### config.mk
export PLATFORM = sky130hd
export DESIGN_NAME = mul_div_unit_e_flat
export DESIGN_NICKNAME = d
export VERILOG_FILES = /design/src/rtl/muldiv_pkg.sv /design/src/rtl/mul_div_unit_e_if.sv /design/src/rtl/muldiv_sign_fix.sv /design/src/rtl/mul_div_unit_e.sv /design/src/flat_wrapper.sv
export SDC_FILE = /design/constraint.sdc
export NUM_CORES = 1
export LEC_CHECK = 0
export BUFFER_PORTS_ARGS = -buffer_cell sky130_fd_sc_hd__buf_2
export CAP_MARGIN = 10
export CELL_PAD_IN_SITES_DETAIL_PLACEMENT = 1
export CELL_PAD_IN_SITES_GLOBAL_PLACEMENT = 1
export CORE_ASPECT_RATIO = 1.1
export CORE_UTILIZATION = 29
export DETAILED_ROUTE_END_ITERATION = 7
export PLACE_DENSITY = 0.54
export SETUP_SLACK_MARGIN = 0.1
export SYNTH_ARGS = -nofsm -noshare
export SYNTH_HDL_FRONTEND = slang
export SYNTH_SLANG_ARGS = --single-unit
### constraint.sdc
create_clock -name iClk -period 11.35 [get_ports iClk]
set_clock_uncertainty 0.05 [all_clocks]
set_input_delay 2.27 -clock iClk [delete_from_list [all_inputs] [get_ports iClk]]
set_output_delay 2.27 -clock iClk [all_outputs]
set_load 0.01 [all_outputs]
### src/rtl/muldiv_pkg.sv
// -----------------------------------------------------------------------------
// muldiv_pkg
// Shared types and constants for the RV32M multiply/divide unit:
//   - op_e     : funct3 encoding of the M-extension operations
//   - state_e  : FSM states of the iterative engine
//   - XLEN, iteration count, divide-by-zero / overflow result constants
//   - helpers telling which operands are treated as signed for a given op
// -----------------------------------------------------------------------------
package muldiv_pkg;

  localparam int XLEN       = 32;
  localparam int ITER_COUNT = 32;
  localparam logic [4:0] ITER_LAST = 5'(ITER_COUNT - 1);

  localparam logic [XLEN-1:0] DIV0_QUOT    = 32'hFFFF_FFFF;
  localparam logic [XLEN-1:0] OVF_QUOT     = 32'h8000_0000;
  localparam logic [XLEN-1:0] OVF_REM      = 32'h0000_0000;
  localparam logic [XLEN-1:0] OVF_DIVIDEND = 32'h8000_0000;
  localparam logic [XLEN-1:0] OVF_DIVISOR  = 32'hFFFF_FFFF;

  typedef enum logic [2:0] {
    MULDIV_MUL    = 3'd0,
    MULDIV_MULH   = 3'd1,
    MULDIV_MULHSU = 3'd2,
    MULDIV_MULHU  = 3'd3,
    MULDIV_DIV    = 3'd4,
    MULDIV_DIVU   = 3'd5,
    MULDIV_REM    = 3'd6,
    MULDIV_REMU   = 3'd7
  } op_e;

  typedef enum logic [1:0] {
    ST_IDLE = 2'd0,
    ST_MUL  = 2'd1,
    ST_DIV  = 2'd2,
    ST_DONE = 2'd3
  } state_e;

  // rs1 is signed for MULH, MULHSU, DIV and REM
  function automatic logic op1_is_signed(input logic [2:0] f3);
    case (f3)
      MULDIV_MULH, MULDIV_MULHSU, MULDIV_DIV, MULDIV_REM: op1_is_signed = 1'b1;
      default:                                            op1_is_signed = 1'b0;
    endcase
  endfunction

  // rs2 is signed for MULH, DIV and REM
  function automatic logic op2_is_signed(input logic [2:0] f3);
    case (f3)
      MULDIV_MULH, MULDIV_DIV, MULDIV_REM: op2_is_signed = 1'b1;
      default:                             op2_is_signed = 1'b0;
    endcase
  endfunction

endpackage

### src/rtl/mul_div_unit_e_if.sv
// -----------------------------------------------------------------------------
// mul_div_unit_e_if
// Request/response bundle between the EX stage and the multiply/divide unit.
//   iStart, iFunct3, iOp1, iOp2, iFlush : requester -> unit
//   oBusy, oDone, oResult               : unit -> requester
// Modports: master (EX stage / bench side), slave (the unit).
// -----------------------------------------------------------------------------
interface mul_div_unit_e_if;
  logic        iStart;
  logic [2:0]  iFunct3;
  logic [31:0] iOp1;
  logic [31:0] iOp2;
  logic        iFlush;
  logic        oBusy;
  logic        oDone;
  logic [31:0] oResult;

  modport master (
    output iStart, iFunct3, iOp1, iOp2, iFlush,
    input  oBusy, oDone, oResult
  );

  modport slave (
    input  iStart, iFunct3, iOp1, iOp2, iFlush,
    output oBusy, oDone, oResult
  );
endinterface

### src/rtl/muldiv_sign_fix.sv
// -----------------------------------------------------------------------------
// muldiv_sign_fix
// Combinational sign handling shared by the multiply and divide paths.
// Front side: funct3/op1/op2 -> operand magnitudes (mag1, mag2) plus the flags
//   neg_a (product/quotient must be negated) and neg_r (dividend negative).
// Back side: latched op and flags plus the unsigned magnitude results
//   (prod, quot, rem) -> final 32-bit architectural result.
// -----------------------------------------------------------------------------
module muldiv_sign_fix
  import muldiv_pkg::*;
(
  input  logic [2:0]        funct3,
  input  logic [XLEN-1:0]   op1,
  input  logic [XLEN-1:0]   op2,
  output logic [XLEN-1:0]   mag1,
  output logic [XLEN-1:0]   mag2,
  output logic              neg_a,
  output logic              neg_r,
  input  logic [2:0]        res_op,
  input  logic              res_neg_a,
  input  logic              res_neg_r,
  input  logic [2*XLEN-1:0] prod,
  input  logic [XLEN-1:0]   quot,
  input  logic [XLEN-1:0]   rem,
  output logic [XLEN-1:0]   result
);

  logic              s1_s;
  logic              s2_s;
  logic [2*XLEN-1:0] prod_fix_s;
  logic [XLEN-1:0]   quot_fix_s;
  logic [XLEN-1:0]   rem_fix_s;

  // Operand magnitudes; 0x80000000 negates to itself, which is the correct magnitude
  always_comb begin
    s1_s  = op1_is_signed(funct3) & op1[XLEN-1];
    s2_s  = op2_is_signed(funct3) & op2[XLEN-1];
    mag1  = s1_s ? (32'd0 - op1) : op1;
    mag2  = s2_s ? (32'd0 - op2) : op2;
    neg_a = s1_s ^ s2_s;
    neg_r = s1_s;
  end

  // Re-apply signs to the magnitude results and select the part the op returns
  always_comb begin
    prod_fix_s = res_neg_a ? (64'd0 - prod) : prod;
    quot_fix_s = res_neg_a ? (32'd0 - quot) : quot;
    rem_fix_s  = res_neg_r ? (32'd0 - rem) : rem;
    case (res_op)
      MULDIV_MUL:                               result = prod_fix_s[XLEN-1:0];
      MULDIV_MULH, MULDIV_MULHSU, MULDIV_MULHU: result = prod_fix_s[2*XLEN-1:XLEN];
      MULDIV_DIV, MULDIV_DIVU:                  result = quot_fix_s;
      default:                                  result = rem_fix_s;
    endcase
  end

endmodule

### src/rtl/mul_div_unit_e.sv
// -----------------------------------------------------------------------------
// mul_div_unit_e
// Iterative RV32M multiply/divide unit in the execute stage.
// Ports:
//   iClk  : clock, rising edge
//   iRst  : asynchronous active-high reset
//   bus   : mul_div_unit_e_if.slave (iStart, iFunct3, iOp1, iOp2, iFlush ->
//           oBusy (combinational stall), oDone (1-cycle pulse), oResult (held))
// Build option: MULDIV_FAST_MUL_EN - when defined, MUL-class ops complete in a
//   single-cycle 33x33 signed multiply; when undefined, a 32-cycle shift-add
//   is used. Division is iterative (restoring) in both builds.
// -----------------------------------------------------------------------------
module mul_div_unit_e
  import muldiv_pkg::*;
(
  input logic             iClk,
  input logic             iRst,
  mul_div_unit_e_if.slave bus
);

  state_e          state_r;
  logic [4:0]      cnt_r;
  logic [2:0]      op_r;
  logic            neg_a_r;
  logic            neg_r_r;
  logic [XLEN-1:0] a_r;       // multiplicand, or dividend shifting into quotient
  logic [XLEN-1:0] b_r;       // divisor magnitude
  logic [XLEN-1:0] rem_r;     // partial remainder
  logic [XLEN-1:0] result_r;
  logic            done_r;

  logic [XLEN-1:0]   mag1_s;
  logic [XLEN-1:0]   mag2_s;
  logic              neg_a_s;
  logic              neg_r_s;
  logic [XLEN:0]     shl_s;
  logic              ge_s;
  logic [XLEN-1:0]   a_nxt_s;
  logic [XLEN-1:0]   rem_nxt_s;
  logic [2*XLEN-1:0] prod_s;
  logic [XLEN-1:0]   fixed_s;
  logic              div0_s;
  logic              ovf_s;

`ifndef MULDIV_FAST_MUL_EN
  logic [2*XLEN-1:0] acc_r;   // high half: running sum, low half: multiplier bits
  logic [XLEN:0]     add_s;
  logic [2*XLEN-1:0] acc_nxt_s;

  // One shift-add step: add multiplicand when the current multiplier bit is set, shift right
  always_comb begin
    add_s     = {1'b0, acc_r[2*XLEN-1:XLEN]} + (acc_r[0] ? {1'b0, a_r} : 33'd0);
    acc_nxt_s = {add_s, acc_r[XLEN-1:1]};
    prod_s    = acc_nxt_s;
  end
`else
  logic [2*XLEN-1:0] fa_s;
  logic [2*XLEN-1:0] fb_s;
  logic [2*XLEN-1:0] fp_s;
  logic [XLEN-1:0]   fast_res_s;

  // Single-cycle product of sign-extended operands; low 64 bits are exact
  always_comb begin
    fa_s   = {{32{op1_is_signed(bus.iFunct3) & bus.iOp1[XLEN-1]}}, bus.iOp1};
    fb_s   = {{32{op2_is_signed(bus.iFunct3) & bus.iOp2[XLEN-1]}}, bus.iOp2};
    fp_s   = fa_s * fb_s;
    prod_s = 64'd0;
    if (bus.iFunct3 == MULDIV_MUL) begin
      fast_res_s = fp_s[XLEN-1:0];
    end else begin
      fast_res_s = fp_s[2*XLEN-1:XLEN];
    end
  end
`endif

  // One restoring-division step on a 33-bit shifted partial remainder
  always_comb begin
    shl_s = {rem_r, a_r[XLEN-1]};
    ge_s  = (shl_s >= {1'b0, b_r});
    if (ge_s) begin
      rem_nxt_s = shl_s[XLEN-1:0] - b_r;
      a_nxt_s   = {a_r[XLEN-2:0], 1'b1};
    end else begin
      rem_nxt_s = shl_s[XLEN-1:0];
      a_nxt_s   = {a_r[XLEN-2:0], 1'b0};
    end
  end

  // Division special cases resolved without iterating
  always_comb begin
    div0_s = (bus.iOp2 == 32'd0);
    ovf_s  = !bus.iFunct3[0] && (bus.iOp1 == OVF_DIVIDEND) && (bus.iOp2 == OVF_DIVISOR);
  end

  muldiv_sign_fix u_sign_fix (
    .funct3    (bus.iFunct3),
    .op1       (bus.iOp1),
    .op2       (bus.iOp2),
    .mag1      (mag1_s),
    .mag2      (mag2_s),
    .neg_a     (neg_a_s),
    .neg_r     (neg_r_s),
    .res_op    (op_r),
    .res_neg_a (neg_a_r),
    .res_neg_r (neg_r_r),
    .prod      (prod_s),
    .quot      (a_nxt_s),
    .rem       (rem_nxt_s),
    .result    (fixed_s)
  );

  // Control FSM and datapath registers; the result is captured on entry to DONE
  always_ff @(posedge iClk or posedge iRst) begin
    if (iRst) begin
      state_r  <= ST_IDLE;
      cnt_r    <= 5'd0;
      op_r     <= 3'd0;
      neg_a_r  <= 1'b0;
      neg_r_r  <= 1'b0;
      a_r      <= 32'd0;
      b_r      <= 32'd0;
      rem_r    <= 32'd0;
      result_r <= 32'd0;
      done_r   <= 1'b0;
`ifndef MULDIV_FAST_MUL_EN
      acc_r    <= 64'd0;
`endif
    end else if (bus.iFlush) begin
      state_r <= ST_IDLE;
      done_r  <= 1'b0;
    end else begin
      case (state_r)
        ST_IDLE: begin
          done_r <= 1'b0;
          if (bus.iStart) begin
            op_r    <= bus.iFunct3;
            neg_a_r <= neg_a_s;
            neg_r_r <= neg_r_s;
            a_r     <= mag1_s;
            b_r     <= mag2_s;
            cnt_r   <= ITER_LAST;
            if (bus.iFunct3[2]) begin
              if (div0_s) begin
                result_r <= bus.iFunct3[1] ? bus.iOp1 : DIV0_QUOT;
                done_r   <= 1'b1;
                state_r  <= ST_DONE;
              end else if (ovf_s) begin
                result_r <= bus.iFunct3[1] ? OVF_REM : OVF_QUOT;
                done_r   <= 1'b1;
                state_r  <= ST_DONE;
              end else begin
                rem_r   <= 32'd0;
                state_r <= ST_DIV;
              end
            end else begin
`ifdef MULDIV_FAST_MUL_EN
              result_r <= fast_res_s;
              done_r   <= 1'b1;
              state_r  <= ST_DONE;
`else
              acc_r   <= {32'd0, mag2_s};
              state_r <= ST_MUL;
`endif
            end
          end
        end
`ifndef MULDIV_FAST_MUL_EN
        ST_MUL: begin
          acc_r <= acc_nxt_s;
          cnt_r <= cnt_r - 5'd1;
          if (cnt_r == 5'd0) begin
            result_r <= fixed_s;
            done_r   <= 1'b1;
            state_r  <= ST_DONE;
          end
        end
`endif
        ST_DIV: begin
          a_r   <= a_nxt_s;
          rem_r <= rem_nxt_s;
          cnt_r <= cnt_r - 5'd1;
          if (cnt_r == 5'd0) begin
            result_r <= fixed_s;
            done_r   <= 1'b1;
            state_r  <= ST_DONE;
          end
        end
        ST_DONE: begin
          done_r  <= 1'b0;
          state_r <= ST_IDLE;
        end
        default: begin
          done_r  <= 1'b0;
          state_r <= ST_IDLE;
        end
      endcase
    end
  end

  // Stall covers the accepting cycle and all iteration cycles, released in DONE
  assign bus.oBusy   = ((state_r == ST_IDLE) && bus.iStart && !bus.iFlush) ||
                       (state_r == ST_MUL) || (state_r == ST_DIV);
  assign bus.oDone   = done_r;
  assign bus.oResult = result_r;

endmodule

### src/flat_wrapper.sv
// flat-port wrapper written by rule: the top's interface ports become plain ports
module mul_div_unit_e_flat import muldiv_pkg::*;
  (iClk, iRst, bus_iStart, bus_iFunct3, bus_iOp1, bus_iOp2, bus_iFlush, bus_oBusy, bus_oDone, bus_oResult);
  mul_div_unit_e_if bus_i ();
  input logic iClk;
  input logic iRst;
  input wire logic [$bits(bus_i.iStart)-1:0] bus_iStart;
  input wire logic [$bits(bus_i.iFunct3)-1:0] bus_iFunct3;
  input wire logic [$bits(bus_i.iOp1)-1:0] bus_iOp1;
  input wire logic [$bits(bus_i.iOp2)-1:0] bus_iOp2;
  input wire logic [$bits(bus_i.iFlush)-1:0] bus_iFlush;
  output wire logic [$bits(bus_i.oBusy)-1:0] bus_oBusy;
  output wire logic [$bits(bus_i.oDone)-1:0] bus_oDone;
  output wire logic [$bits(bus_i.oResult)-1:0] bus_oResult;
  assign bus_i.iStart = bus_iStart;
  assign bus_i.iFunct3 = bus_iFunct3;
  assign bus_i.iOp1 = bus_iOp1;
  assign bus_i.iOp2 = bus_iOp2;
  assign bus_i.iFlush = bus_iFlush;
  assign bus_oBusy = bus_i.oBusy;
  assign bus_oDone = bus_i.oDone;
  assign bus_oResult = bus_i.oResult;
  mul_div_unit_e u_core (.iClk(iClk), .iRst(iRst), .bus(bus_i));
endmodule
==> metrics.cfg, run 1 <==
[place]
number_of_input_and_output_port_buffers_inserted=104
place_congestion=0.970
place_inst=3146
detailed_place_hpwl_mm=66.0

[sta]
layout_worst_path_cycle_share=0.615
setup_violations=0
tightestPinTransition_ns=1.23
max_slew_violation_total_from_the_final_report=0
grt_setup_unrepaired=no
final.hold.worst_slack_ns=0.427
achievable-frequency_ghz=0.143
min_period_ns=6.98
slew_headroom=0.179
report.final.hold_viol_count=0
final.setup.tns_ns=0

[route]
avgRoutedWirePerCell_um=26.1
drc=0
detailedRoute.firstIterationViolations=1202
drtPass1Iterations=5
antenna_violating_nets_post_route=0
route.vias.total=18200
drt-vias-per-instance=5.68
postRouteWirelength_mm=83.5

[synth]
synth_warnings=0
yosys.cell_count.top_type=sky130_fd_sc_hd__nand2_1
mappedNetlistNets=2486
ys.flop_type=sky130_fd_sc_hd__dfrtp_1
synth.largest_area_cell=sky130_fd_sc_hd__dfrtp_1
syn_area_per_cell_um2=7.63
netlist_area_um2=17800
cell_count_after_synthesis=2337
post_synth_main_area_contributors=sky130_fd_sc_hd__dfrtp_1 (29%), sky130_fd_sc_hd__o21ai_0 (8.3%), sky130_fd_sc_hd__nand2_1 (6.8%)
synth_top_cell_area_share=0.288
ys_async_sr_fraction=1.00
synth_top_cells_by_count=sky130_fd_sc_hd__nand2_1 (321), sky130_fd_sc_hd__o21ai_0 (295), sky130_fd_sc_hd__dfrtp_1 (205), sky130_fd_sc_hd__a21oi_1 (194), sky130_fd_sc_hd__nor2_1 (160)
synth.lib_cells_used.distinct=78
synth_edf_count=0
synth-seq-area-share=0.288
synth-seq-cells=205

[power]
p_sw_frac=0.570
switchingPower_mw=4.21
power.leakage_nw=8.55
power.share.combinational=0.673
clkPwrFrac=0.127
power_per_standard_cell_area_nw_per_um2=368
seq_power_share=0.200
vdd_ir_drop_max_v=0.000142
internal_power_mw=3.17

[cells_and_area]
multi_input_comb_area_um2=11900
layout.area.seq_um2=5130
layout-drive-gt1-share=0.0937
finalNetCount=2510
fin_util=0.332
post_layout_nonfiller_instances=3197
syn_to_final_growth_pct=12.4
fillers=7354

[floorplan]
die_w_um=238
fp.coreArea_um2=60300
start_util=0.295
floorplan.rows=94
die_height_um=262
pin_count=105
die_area_um2=62500

[clock_tree]
tritoncts_num_sinks=205
cts_setup_buffers=0
max_h_tree_level=1
cts-root-buf=sky130_fd_sc_hd__clkbuf_16
insertion_delay_ns=0.59
cts_resized=0
clk_pin_slew_ns=0.06
clock_tree_from_tritoncts=built
ctsHoldBuffers=0
clock_tree.buffer_depth=3
tritoncts.num_buffers=29

[global_routing]
grt_antenna_before_repair=7
grtUsageTotal=0.266
number_of_global_route_vias_before_repair=18400
grt_start_max_net_pins=101
grt_overflow_total=0
wire_length_of_the_first_global_routing_pass_mm=124

[worst_setup_path]
critPathCaptureType=register
timing.setup.critical_path_class=primary input to register
critPathLaunchType=primary input
cp.required_ns=11.79
crit_arrival_ns=7.43
worstPathMaxFanout=45

[outcome]
outcome=finished clean

[min_path]
min_path_type=register to register

[flow_run]
drv_cap=0

## worst paths after layout
kind                                              from                            endpoint  slack [ns]  depth (start not counted)
min in group asynchronous                         iRst          u_core.a_r[21]$_DFFE_PP0P_        1.78                          2
setup reg to reg           u_core.acc_r[0]$_DFFE_PP0P_  u_core.bus.oResult[23]$_DFFE_PP0P_        4.41                         15
hold / removal               u_core.b_r[8]$_DFFE_PP0P_           u_core.b_r[8]$_DFFE_PP0P_        0.43                          2
hold reg to reg              u_core.b_r[8]$_DFFE_PP0P_           u_core.b_r[8]$_DFFE_PP0P_        0.43                          2
max in group asynchronous                         iRst          u_core.b_r[21]$_DFFE_PP0P_        8.04                          3
setup / recovery                           bus_iOp1[0]  u_core.bus.oResult[20]$_DFFE_PP0P_        4.37                         16
## through the flow
step / instance area [µm²] / power [mW] / setup slack (ns)
2_1_floorplan: 17800 / 4.49 / 3.43
3_3_place_gp: 19100 / 6.33 / 3.92
3_5_place_dp: 19100 / 6.40 / 3.89
4_1_cts: 20000 / 7.38 / 4.43
5_1_grt: 20000 / 7.85 / 4.10
6_report: 20000 / 7.38 / 4.37
## worst max-delay path, cell delays in order
cell and delay [ns]:
sky130_fd_sc_hd__buf_2 0.14, sky130_fd_sc_hd__inv_1 0.07, sky130_fd_sc_hd__ha_1 0.18, sky130_fd_sc_hd__nand2b_1 0.07, sky130_fd_sc_hd__or3_1 0.31, sky130_fd_sc_hd__or3_1 0.42
sky130_fd_sc_hd__or4_1 0.59, sky130_fd_sc_hd__or3_1 0.53, sky130_fd_sc_hd__nor4_1 0.55, sky130_fd_sc_hd__nor2_1 0.15, sky130_fd_sc_hd__a211o_2 0.36, sky130_fd_sc_hd__buf_4 0.28
sky130_fd_sc_hd__nor2_1 0.84, sky130_fd_sc_hd__buf_4 0.31, sky130_fd_sc_hd__o221ai_1 0.12, sky130_fd_sc_hd__o21ai_0 0.22
## final cells by class
class	instances	area share
Multi-Input combinational cell	1909	0.593
Tap cell	816	0.0510
Inverter	81	0.0155
Timing Repair Buffer	135	0.0376
Clock buffer	40	0.0418
Sequential cell	205	0.256
Clock inverter	9	0.00525
Antenna cell	2	0.000250
## layout by cell type (no fill, tap or decap), types with 74 or more instances in the layout
cell	synthesis	routed
sky130_fd_sc_hd__a21oi_1	194	194
sky130_fd_sc_hd__buf_2	2	104
sky130_fd_sc_hd__dfrtp_1	205	204
sky130_fd_sc_hd__ha_1	76	74
sky130_fd_sc_hd__inv_1	79	78
sky130_fd_sc_hd__nand2_1	321	321
sky130_fd_sc_hd__nor2_1	160	160
sky130_fd_sc_hd__o21ai_0	295	295
sky130_fd_sc_hd__xnor2_1	97	97
sky130_fd_sc_hd__xor2_1	124	124
## power by group through the flow
stage	sequential [mW]	clock, mW	combinational [mW]
finish	1.48	0.940	4.96
detailed placement	1.47	0	4.93
floorplan	1.29	0	3.21
global route	1.51	0.983	5.35
CTS	1.46	0.964	4.95
global placement	1.47	0	4.86
## state kept, by name, indices dropped and copies added, names as in the netlist, 2 cells and up
register,flops
u_core.op_r,3
u_core.bus.oResult,32
u_core.a_r,32
u_core.cnt_r,5
u_core.rem_r,32
u_core.state_r,2
u_core.b_r,32
u_core.acc_r,64
## kinds of logic after synthesis
family | share of synthesized area
buffers and inverters | 0.0471
multiplexers | 0.0148
AND/OR/NAND/NOR | 0.212
AO/OA/AOI/OAI | 0.274
flip-flops | 0.288
XOR/XNOR | 0.109
adder cells (fa/ha/maj) | 0.0556
## routing by layer
| metal | track usage | share of wire |
|---|---|---|
| met3 | 0.0371 | 0.047 |
| met4 | 0.0905 | 0.038 |
| met2 | 0.458 | 0.48 |
| met1 | 0.341 | 0.44 |
| met5 | 0 | 0.00016 |
Power figures use the tool's default switching activity.
==> run 2: changes to the inputs <==
- PLACE_DENSITY: 0.54 -> 0.56
- clock period: 11.35 -> 6.25 ns (I/O delays scaled with it)
==> metrics.cfg, run 2 (synthesis results as in run 1) <==
[clock_tree]
ctsHoldBuffers=0  ; unchanged
cts_setup_buffers=0  ; unchanged
max_h_tree_level=1  ; unchanged
cts-root-buf=sky130_fd_sc_hd__clkbuf_16
tritoncts_num_sinks=205  ; unchanged
cts_resized=0  ; unchanged
clock_tree_from_tritoncts=built
clk_pin_slew_ns=0.06  ; about the same
clock_tree.buffer_depth=3  ; unchanged
tritoncts.num_buffers=29  ; unchanged
insertion_delay_ns=0.58  ; about the same

[outcome]
outcome=finished clean

[global_routing]
grt_overflow_total=0  ; unchanged
number_of_global_route_vias_before_repair=18200  ; -0.98%
grtUsageTotal=0.256  ; -0.00967
grt_start_max_net_pins=166  ; +64%
wire_length_of_the_first_global_routing_pass_mm=120  ; -2.9%
grt_antenna_before_repair=5  ; -2

[cells_and_area]
commonest_cells_after_routing_fill_and_taps_aside=sky130_fd_sc_hd__nand2_1 (321), sky130_fd_sc_hd__o21ai_0 (295), sky130_fd_sc_hd__dfrtp_1 (204)
final_cell_area_um2=20000  ; about the same
most_frequent_standard_cell_in_the_layout_excluding_fill_and_tap_cells=sky130_fd_sc_hd__nand2_1
reg_with_most_ffs=u_core.acc_r
fillers=7310  ; -0.60%
syn_to_final_growth_pct=12.4  ; about the same
layout.area.seq_um2=5130  ; unchanged
finalNetCount=2515  ; +0.20%
layout-drive-gt1-share=0.0956  ; +0.00190
largest_register_ff_count=64  ; unchanged
post_layout_nonfiller_instances=3201  ; +0.13%
multi_input_comb_area_um2=11900  ; about the same

[place]
place_worst_setup_slack_ns=-0.00927  ; -3.90 ns
place_inst=3151  ; +0.16%
place_congestion=0.907  ; -6.4%
placed_cell_area_um2=19100  ; +0.22%
detailed_place_hpwl_mm=64.0  ; -3.0%
number_of_input_and_output_port_buffers_inserted=104  ; unchanged

[floorplan]
die_height_um=262  ; unchanged
die_w_um=238  ; unchanged
fp.coreArea_um2=60300  ; unchanged
die_area_um2=62500  ; unchanged
start_util=0.295  ; unchanged
pin_count=105  ; unchanged
floorplan.rows=94  ; unchanged

[sta]
layout_worst_path_cycle_share=0.914
min_period_ns=5.71
worst_slack_ns=0.538  ; -3.83 ns
report.final.hold_viol_count=0  ; unchanged
achievable-frequency_ghz=0.175
setup_violations=0  ; unchanged
max_slew_violation_total_from_the_final_report=0  ; unchanged
slew_headroom=0.187  ; +0.00853
tightestPinTransition_ns=1.22  ; -0.0128 ns
grt_setup_unrepaired=no

[route]
avgRoutedWirePerCell_um=25.4  ; -2.7%
antenna_violating_nets_post_route=0  ; unchanged
drtPass1Iterations=5  ; unchanged
route.vias.total=18300  ; +0.80%
postRouteWirelength_mm=81.4  ; -2.6%
drt-vias-per-instance=5.72  ; +0.68%
detailedRoute.firstIterationViolations=1249  ; +3.9%
drc=0  ; unchanged

[worst_setup_path]
cp_cell_sequence=buf_2 -> inv_1 -> ha_1 -> nand2b_1 -> or3_1 -> or3_1 -> or4_1 -> or3_1 -> nor4_1 -> nor2_1 -> a211o_2 -> a221o_1 -> a21oi_1 -> a31oi_1
critPathSlowestCell=sky130_fd_sc_hd__a211o_2
crit_arrival_ns=6.11  ; -1.32 ns
worstPathMaxFanout=45  ; unchanged
crit_top_cell=sky130_fd_sc_hd__or3_1
timing.setup.critical_path_class=primary input to register
r2r.worst_path.cells=15  ; unchanged
critPathCaptureType=register
critPathLaunchType=primary input
crit_path_max_incr_delay_ns=0.70  ; -0.14 ns
cp.required_ns=6.64  ; -5.15 ns
reg2reg_setup_slack_ns=0.57  ; -3.84 ns

[power]
report.power.total_mw=13.4  ; +81%
power_per_standard_cell_area_nw_per_um2=668  ; +81%
vdd_ir_drop_max_v=0.000276  ; +95%
power.leakage_nw=8.56  ; about the same

[min_path]
min_path_type=register to register
hold_depth=2  ; unchanged

[flow_run]
drv_cap=0  ; unchanged

run 2: per-stage QoR:
| step | setup TNS, ns | utilization | hold WS [ns] |
|---|---|---|---|
| 3_3_place_gp | 0 | 0.317 | 0.418 |
| 4_1_cts | 0 | 0.332 | 0.435 |
| 3_5_place_dp | -0.00927 | 0.317 | 0.421 |
| 2_1_floorplan | 0 | - | 0.400 |
| 5_1_grt | 0 | 0.332 | 0.466 |
| 6_report | 0 | 0.332 | 0.429 |
run 2: cell type report:
cell class,count,share of cell area
sequential,205,0.256
clock inverter,15,0.00699
inverter,81,0.0154
clock buffer,34,0.0382
multi-input combinational,1909,0.592
timing repair buffer,140,0.0401
tap,816,0.0510
antenna,1,0.000125
run 2: final timing paths:
kind,start,endpoint
worst min register to register,u_core.bus.oResult[18]$_DFFE_PP0P_,u_core.bus.oResult[18]$_DFFE_PP0P_
min in group asynchronous,iRst,u_core.bus.oResult[18]$_DFFE_PP0P_
worst max register to register,u_core.a_r[0]$_DFFE_PP0P_,u_core.bus.oResult[29]$_DFFE_PP0P_
max in group asynchronous,iRst,u_core.neg_a_r$_DFFE_PP0P_
worst min-delay path,u_core.bus.oResult[18]$_DFFE_PP0P_,u_core.bus.oResult[18]$_DFFE_PP0P_
worst max-delay path,bus_iOp1[0],u_core.bus.oResult[29]$_DFFE_PP0P_
run 2: power by group:
part | internal [mW] | switching [mW] | leakage, nW
clock network | 0.922 | 0.712 | 0.445
logic | 2.89 | 6.21 | 5.45
registers | 1.87 | 0.785 | 2.67
total | 5.69 | 7.70 | 8.56
run 2: layer usage:
| layer | vias up | global-route usage | share of wire |
|---|---|---|---|
| met4 | 6 | 0.0924 | 0.037 |
| met1 | 9206 | 0.338 | 0.45 |
| li1 | 8502 | - | - |
| met5 | - | 0 | 0.00043 |
| met2 | 492 | 0.428 | 0.46 |
| met3 | 114 | 0.0342 | 0.052 |
run 2: critical path: cells and delay by family:
family          cells  cell delay, ns
simple gates        7            2.71
compound gates      4            1.67
buf+inv             2            0.25
fa+ha+maj           1            0.19
